$ cat config.mk
export PLATFORM = sky130hd
export DESIGN_NAME = ee354_gcd_driver
export DESIGN_NICKNAME = d
export VERILOG_FILES = /design/src/rtl/ee354_gcd_driver.sv
export SDC_FILE = /design/constraint.sdc
export NUM_CORES = 1
export LEC_CHECK = 0
export BUFFER_PORTS_ARGS = -buffer_cell sky130_fd_sc_hd__buf_2
export CAP_MARGIN = 20
export CORE_UTILIZATION = 35
export CTS_BUF_LIST = sky130_fd_sc_hd__clkbuf_2 sky130_fd_sc_hd__clkbuf_4 sky130_fd_sc_hd__clkbuf_8
export CTS_CLUSTER_DIAMETER = 100
export CTS_CLUSTER_SIZE = 12
export DETAILED_ROUTE_END_ITERATION = 12
export PLACE_DENSITY = 0.58
export RECOVER_POWER = 25
export SLEW_MARGIN = 20
export SYNTH_ARGS = -nofsm -noshare
export SYNTH_HDL_FRONTEND = slang
export SYNTH_SLANG_ARGS = --single-unit
export TNS_END_PERCENT = 10
$ cat constraint.sdc
create_clock -name Clk -period 7 [get_ports Clk]
set_clock_uncertainty 0.2 [all_clocks]
set_input_delay 1.05 -clock Clk [delete_from_list [all_inputs] [get_ports Clk]]
set_output_delay 1.05 -clock Clk [all_outputs]
set_load 0.02 [all_outputs]
$ cat src/rtl/ee354_gcd_driver.sv
// Start/Ack initiator for the ee354 GCD core: takes operand pairs from a host,
// times the core's computation in enabled clocks and holds the result for the host.
module ee354_gcd_driver #(
  parameter int W       = 8,
  parameter int CNT_W   = 16,
  parameter int TIMEOUT = 1000
) (
  input  logic             Clk,
  input  logic             Reset,
  input  logic             CEN,
  input  logic             req_valid,
  output logic             req_ready,
  input  logic [W-1:0]     req_a,
  input  logic [W-1:0]     req_b,
  output logic             Start,
  output logic             Ack,
  output logic [W-1:0]     Ain,
  output logic [W-1:0]     Bin,
  input  logic             core_q_Sub,
  input  logic             core_q_Done,
  input  logic [W-1:0]     core_gcd,
  output logic             res_valid,
  input  logic             res_ack,
  output logic [W-1:0]     res_gcd,
  output logic [W-1:0]     res_a,
  output logic [W-1:0]     res_b,
  output logic [CNT_W-1:0] res_cycles,
  output logic             res_err,
  output logic [7:0]       done_count
);

  typedef enum logic [2:0] {
    IDLE, START, WAIT_SUB, WAIT_DONE, ACK, REPORT
  } state_e;

  localparam logic [CNT_W-1:0] CNT_MAX = '1;
  localparam logic [CNT_W-1:0] TO_LAST = CNT_W'(TIMEOUT - 1);
  localparam logic [CNT_W-1:0] TO_VAL  = CNT_W'(TIMEOUT);

  state_e           state_q, state_d;
  logic [CNT_W-1:0] cnt_q;
  logic             zero_op;
  logic             timeout;

  function automatic logic [CNT_W-1:0] sat_inc(input logic [CNT_W-1:0] v);
    return (v == CNT_MAX) ? v : v + CNT_W'(1);
  endfunction

  assign zero_op = (req_a == '0) || (req_b == '0);

  // The awaited core flag wins over the limit when both land on the same edge.
  assign timeout = (cnt_q == TO_LAST) &&
                   (((state_q == WAIT_SUB)  && !core_q_Sub) ||
                    ((state_q == WAIT_DONE) && !core_q_Done));

  always_comb begin
    state_d = state_q;
    unique case (state_q)
      IDLE:      if (req_valid) state_d = zero_op ? REPORT : START;
      START:     state_d = WAIT_SUB;
      WAIT_SUB:  if (core_q_Sub) state_d = WAIT_DONE;
                 else if (timeout) state_d = REPORT;
      WAIT_DONE: if (core_q_Done) state_d = ACK;
                 else if (timeout) state_d = REPORT;
      ACK:       state_d = REPORT;
      REPORT:    if (res_ack) state_d = IDLE;
      default:   state_d = IDLE;
    endcase
  end

  always_ff @(posedge Clk) begin
    if (Reset) begin
      state_q    <= IDLE;
      req_ready  <= 1'b1;
      Start      <= 1'b0;
      Ack        <= 1'b0;
      res_valid  <= 1'b0;
      Ain        <= '0;
      Bin        <= '0;
      res_gcd    <= '0;
      res_a      <= '0;
      res_b      <= '0;
      res_cycles <= '0;
      res_err    <= 1'b0;
      done_count <= '0;
      cnt_q      <= '0;
    end else if (CEN) begin
      // Handshake outputs are decoded from the next state so they are registered.
      state_q   <= state_d;
      req_ready <= (state_d == IDLE);
      Start     <= (state_d == START);
      Ack       <= (state_d == ACK);
      res_valid <= (state_d == REPORT);

      unique case (state_q)
        IDLE: if (req_valid) begin
          Ain     <= req_a;
          Bin     <= req_b;
          res_a   <= req_a;
          res_b   <= req_b;
          res_err <= zero_op;
          if (zero_op) begin
            res_gcd    <= '0;
            res_cycles <= '0;
          end
        end
        START:    cnt_q <= '0;
        WAIT_SUB: cnt_q <= core_q_Sub ? '0 : sat_inc(cnt_q);
        WAIT_DONE: begin
          if (core_q_Done) begin
            res_gcd    <= core_gcd;
            res_cycles <= sat_inc(cnt_q);
          end else begin
            cnt_q <= sat_inc(cnt_q);
          end
        end
        REPORT: if (res_ack) done_count <= done_count + 8'd1;
        default: ;
      endcase

      if (timeout) begin
        res_err    <= 1'b1;
        res_gcd    <= '0;
        res_cycles <= TO_VAL;
      end
    end
  end

endmodule
After elaboration in Yosys (flattened, before gate mapping)
Index checks and enable logic that the tools add are counted.
- register bits after elaboration: 72
- input port bits: 31
- output and inout bits: 69
- logic and storage cells: 72
- add/sub/neg operators: 2
- equal/unequal tests: 14
- mux-type cells: 24
- reduce and logical (&&, ||, !) cells: 20
- operators by type and width (cell ; count):
    16-bit two-way mux ; 7
    16-bit one-hot mux with 3 select lines ; 1
    8-bit two-way mux ; 4
    16-bit one-hot mux with 2 select lines ; 1
    3-bit two-way mux ; 6
    3-bit one-hot mux with 6 select lines ; 1
    16-bit by 1-bit adder with 16-bit output, second input constant ; 1
    16-bit by 10-bit == test with 1-bit output, second input constant ; 1
    16-bit == test, second input constant ; 1
    8-bit logical NOT ; 2
    8-bit one-hot mux with 2 select lines ; 1
    3-bit == test, second input constant ; 4
    3-bit AND reduction ; 4
    3-bit inequality test, second input constant ; 3
    8-bit by 1-bit adder with 8-bit output, second input constant ; 1
    3-bit by 1-bit == test with 1-bit output, second input constant ; 2
    3-bit by 2-bit == test with 1-bit output, second input constant ; 2
    3-bit logical NOT ; 2
    3-bit nonzero test ; 2
    5-bit AND reduction ; 1
    2-bit nonzero test ; 2
    1-bit logical AND ; 3
    1-bit two-way mux ; 3
    1-bit logical NOT ; 2
    2 further kinds ; 3

Depth between registers and ports, before layout
- word-level depth: 8
- mapped depth: 9
- mapped depth without buffers: 6

Worst setup path after synthesis
No wires, ideal clock.
- path type: input -> register
- from: input port CEN
- to: register done_count[5]
- setup time: 0.071 ns
- arrival: 2.347 ns
- required time: 6.729 ns
- slack: 4.382 ns
- stages: 6
- buffers on the path: 1
- path through: buf_2 -> inv_2 -> nor4_4 -> nand2_1 -> or3_1 -> a21oi_1
- cells in the longest elaborated chain, start to end: 1
- ends and longest elaborated chain (element ; RTL line ; text):
    start: declaration ; 10 ; input logic CEN,
    3-bit AND reduction (no source line) ; -- ;
    end signal: assignment ; 117 ; REPORT: if (res_ack) done_count <= done_count + 8'd1;
    end: declaration ; 29 ; output logic [7:0] done_count
No other way between the ends.
A chain may end at the register's enable or synchronous reset.

Worst setup path after layout
- from: register cnt_q[0]
- to: register res_gcd[2]
- cells in the longest elaborated chain, start to end: 4
- elaborated cells on any way between the ends: 8
- those cells by class: eq/ne (4); mux (1); reduce/logical (3)
- ends and longest elaborated chain (element ; RTL line ; text):
    start: declaration ; 41 ; logic [CNT_W-1:0] cnt_q;
    start signal: assignment ; 108 ; WAIT_SUB: cnt_q <= core_q_Sub ? '0 : sat_inc(cnt_q);
    start signal: assignment ; 114 ; cnt_q <= sat_inc(cnt_q);
    16-bit by 10-bit == test with 1-bit output * ; 52 ; assign timeout = (cnt_q == TO_LAST) &&
    1-bit logical AND * ; 52 ;
    3-bit inequality test (no source line) or 3-bit nonzero test (tied branches) ; -- ;
    5-bit AND reduction (no source line) ; -- ;
    end signal: assignment ; 111 ; res_gcd <= core_gcd;
    end: declaration ; 24 ; output logic [W-1:0] res_gcd,
Every way passes the cells marked *; elsewhere a longest branch is shown, timed or not.

==> run_results.csv <==
group,metric,value,unit
synth,synth_fa_ha_area_frac,0.00681,
pwr,power_density,201,mW/mm^2
sta,rsz0062_at_grt,"no",
cells_and_area,nets,533,
clocking,cts_hold_buf,0,
sta,drv_slew,0,
clocking,numCtsBuffers,9,
run,cap_violations,0,
sta,tns,0,ps
synth,synthTopCellsByArea,"dfxtp_1, nand2_1, a21oi_1",
sta,finalCritPeriodShare,0.405,
die,die-height,105,um
cells_and_area,diodes,0,
cells_and_area,final_cells,639,
die,core_region_area,0.0103,mm^2
critical_path,cp_max_fo,15,
die,rows,37,
synth,yosys.area_share.simple,0.235,
synth,synth_ff_type,"dfxtp_1",
synth,synthDistinctLibCells,63,
synth,syn_area_per_cell,8.49,um^2
critical_path,start_kind,"flip-flop",
sta,hold_viol_final,0,
route,wire_per_inst,14.0,um
critical_path,cp.required,7040,ps
synth,syn_area,0.00368,mm^2
sta,max_slew_margin,0.428,
route,drtAntennaViolNets,0,
placement,io_buffer_count,99,
grt,grt_first_pass_wirelength,15200,um
synth,synth_top_family_by_area,"compound AO/OA/AOI/OAI gates",
route,drc,0,
synth,synth_top_cell_by_area,"dfxtp_1",
critical_path,critPathKind,"reg -> reg",
clocking,cts_resized,0,
route,drt-initial-drc-count,274,
critical_path,critPathArrivalTime,2870,ps
die,die_w,105,um
synth,synth_xor_area_frac,0.0286,
clocking,cts_root_buf,"clkbuf_8",
clocking,clock_path_buffers,2,
pwr,leakagePower,1.55,nW
grt,grt_pass1_vias,3148,
sta,fin_crit,2830,ps
sta,setup_viol,0,
die,io_pins,100,
cells_and_area,syn2layout_area_growth,16.6,%
grt,grt_usage,0.168,
synth,syn_nets,466,
hold_path,holdCritPathClass,"reg -> reg",
clocking,h-tree-depth,3,
clocking,clk-insertion-delay-late,340,ps
synth,async_flop_share,0,
placement,place_ws,3170,ps
synth,muxShareOfSynthArea,0.0112,
clocking,clk_pin_slew,80,ps
synth,synth-warning-count,0,
route,wl,8920,um
synth,ys_ff_latch,72,
synth,synth_most_common_cell,"dfxtp_1",
die,die-area,0.0109,mm^2
placement,dp_hpwl,6230,um
clocking,cts_tree,"done",
die,start_util,0.358,
route,drtPass1Iterations,4,
placement,placed_cells,623,
synth,syn-instance-count,433,
clocking,cts_setup_buffers,0,
placement,gp_congestion,0.852,
sta,clock.fmax,0.353,GHz
route,via_count,3364,
synth,synth-compound-area-share,0.239,
critical_path,ff2ff_setup_slack,4170,ps
grt,antenna_found_initial,0,
clocking,clock_sinks,72,
synth,synth.top_cell.area_share,0.392,
synth,synth_seq_area_share,0.392,
sta,setup_ws,4170,ps
cells_and_area,drive_above_1_share,0.209,
pwr,ir_drop,0.141,mV
grt,grt_max_degree,55,
outcome,status,"completed",
route,drt-vias-per-instance,5.26,
critical_path,cp-end-kind,"flip-flop",
synth,synth_edf_count,0,
grt,overflow,0,
synth,yosys-top-cells-count,"dfxtp_1, nand2_1, a21oi_1",
sta,max_slew.worst_pin.slew,851,ps
-- worst paths after layout --
kind,from,end,cells past startpoint
setup / recovery,cnt_q[0],res_gcd[2],7
setup reg to reg,cnt_q[0],res_gcd[2],7
hold reg to reg,res_cycles[14],res_cycles[14],2
hold / removal,res_cycles[14],res_cycles[14],2
-- routing by layer --
layer	GRT usage	share of wire	vias up	wire length (um)
li1	-	-	1722	-
met3	0.0370	0.044	9	396
met4	0.0480	0.011	0	95
met2	0.274	0.46	79	4090
met5	0	0	-	0
met1	0.223	0.49	1554	4330
-- area by class of cell --
type                            count  area, um^2
Fill cell                        1131        5990
Clock inverter                      4        70.1
Timing Repair Buffer              104         498
Multi-Input combinational cell    301        1930
Tap cell                          136         170
Clock buffer                       10         138
Sequential cell                    72        1440
Inverter                           12        45.0
-- stage by stage --
stage          total power, mW  utilization  hold WS (ps)  instance area (um^2)
4_1_cts                  0.873        0.419           263                  4310
3_5_place_dp             0.520        0.399           252                  4100
3_3_place_gp             0.519        0.399           250                  4100
6_report                 0.862        0.417           261                  4290
5_1_grt                  0.899        0.417           277                  4290
2_1_floorplan            0.495            -           311                  3680
-- registers in the layout (all words and copies together) (netlist names) --
name	cells
state_q	3
cnt_q	16
done_count	8
req_ready	1
res_b	8
res_gcd	8
Ack	1
Start	1
res_err	1
res_cycles	16
res_a	8
res_valid	1
-- power by group --
part | switching [mW] | leakage [nW] | total (mW) | internal, mW
logic | 0.0564 | 0.857 | 0.0841 | 0.0277
registers | 0.00813 | 0.582 | 0.426 | 0.418
clock network | 0.147 | 0.108 | 0.352 | 0.205
-- layout by cell type (no fill, tap or decap), drive strengths merged, types with 5 or more instances in the layout --
master,n
nor4,10
a21oi,36
a32o,15
a21boi,6
nand2,58
or4,6
and2,5
nand3,15
a221oi,6
and3,8
inv,12
clkbuf,45
nor2,18
xnor2,8
dfxtp,72
a211oi,9
nand4,10
nor3,14
or3,9
o21ai,22
buf,69
-- critical path, cell delays in order (launching register included) --
cell,delay (ps)
dfxtp_1,510
ha_1,380
and4b_1,250
nand4b_1,280
nor3_1,460
o31ai_4,180
buf_8,210
a32o_1,260
-- cell families after synthesis --
| logic type | after synthesis |
|---|---|
| and+or+nand+nor | 163 |
| AOI/OAI and AO/OA | 120 |
| DFF | 72 |
| buffers and inverters | 60 |
| xor gates and xnor gates | 12 |
| muxes | 4 |
| adders and majority gates | 2 |
Power figures use the tool's default switching activity.
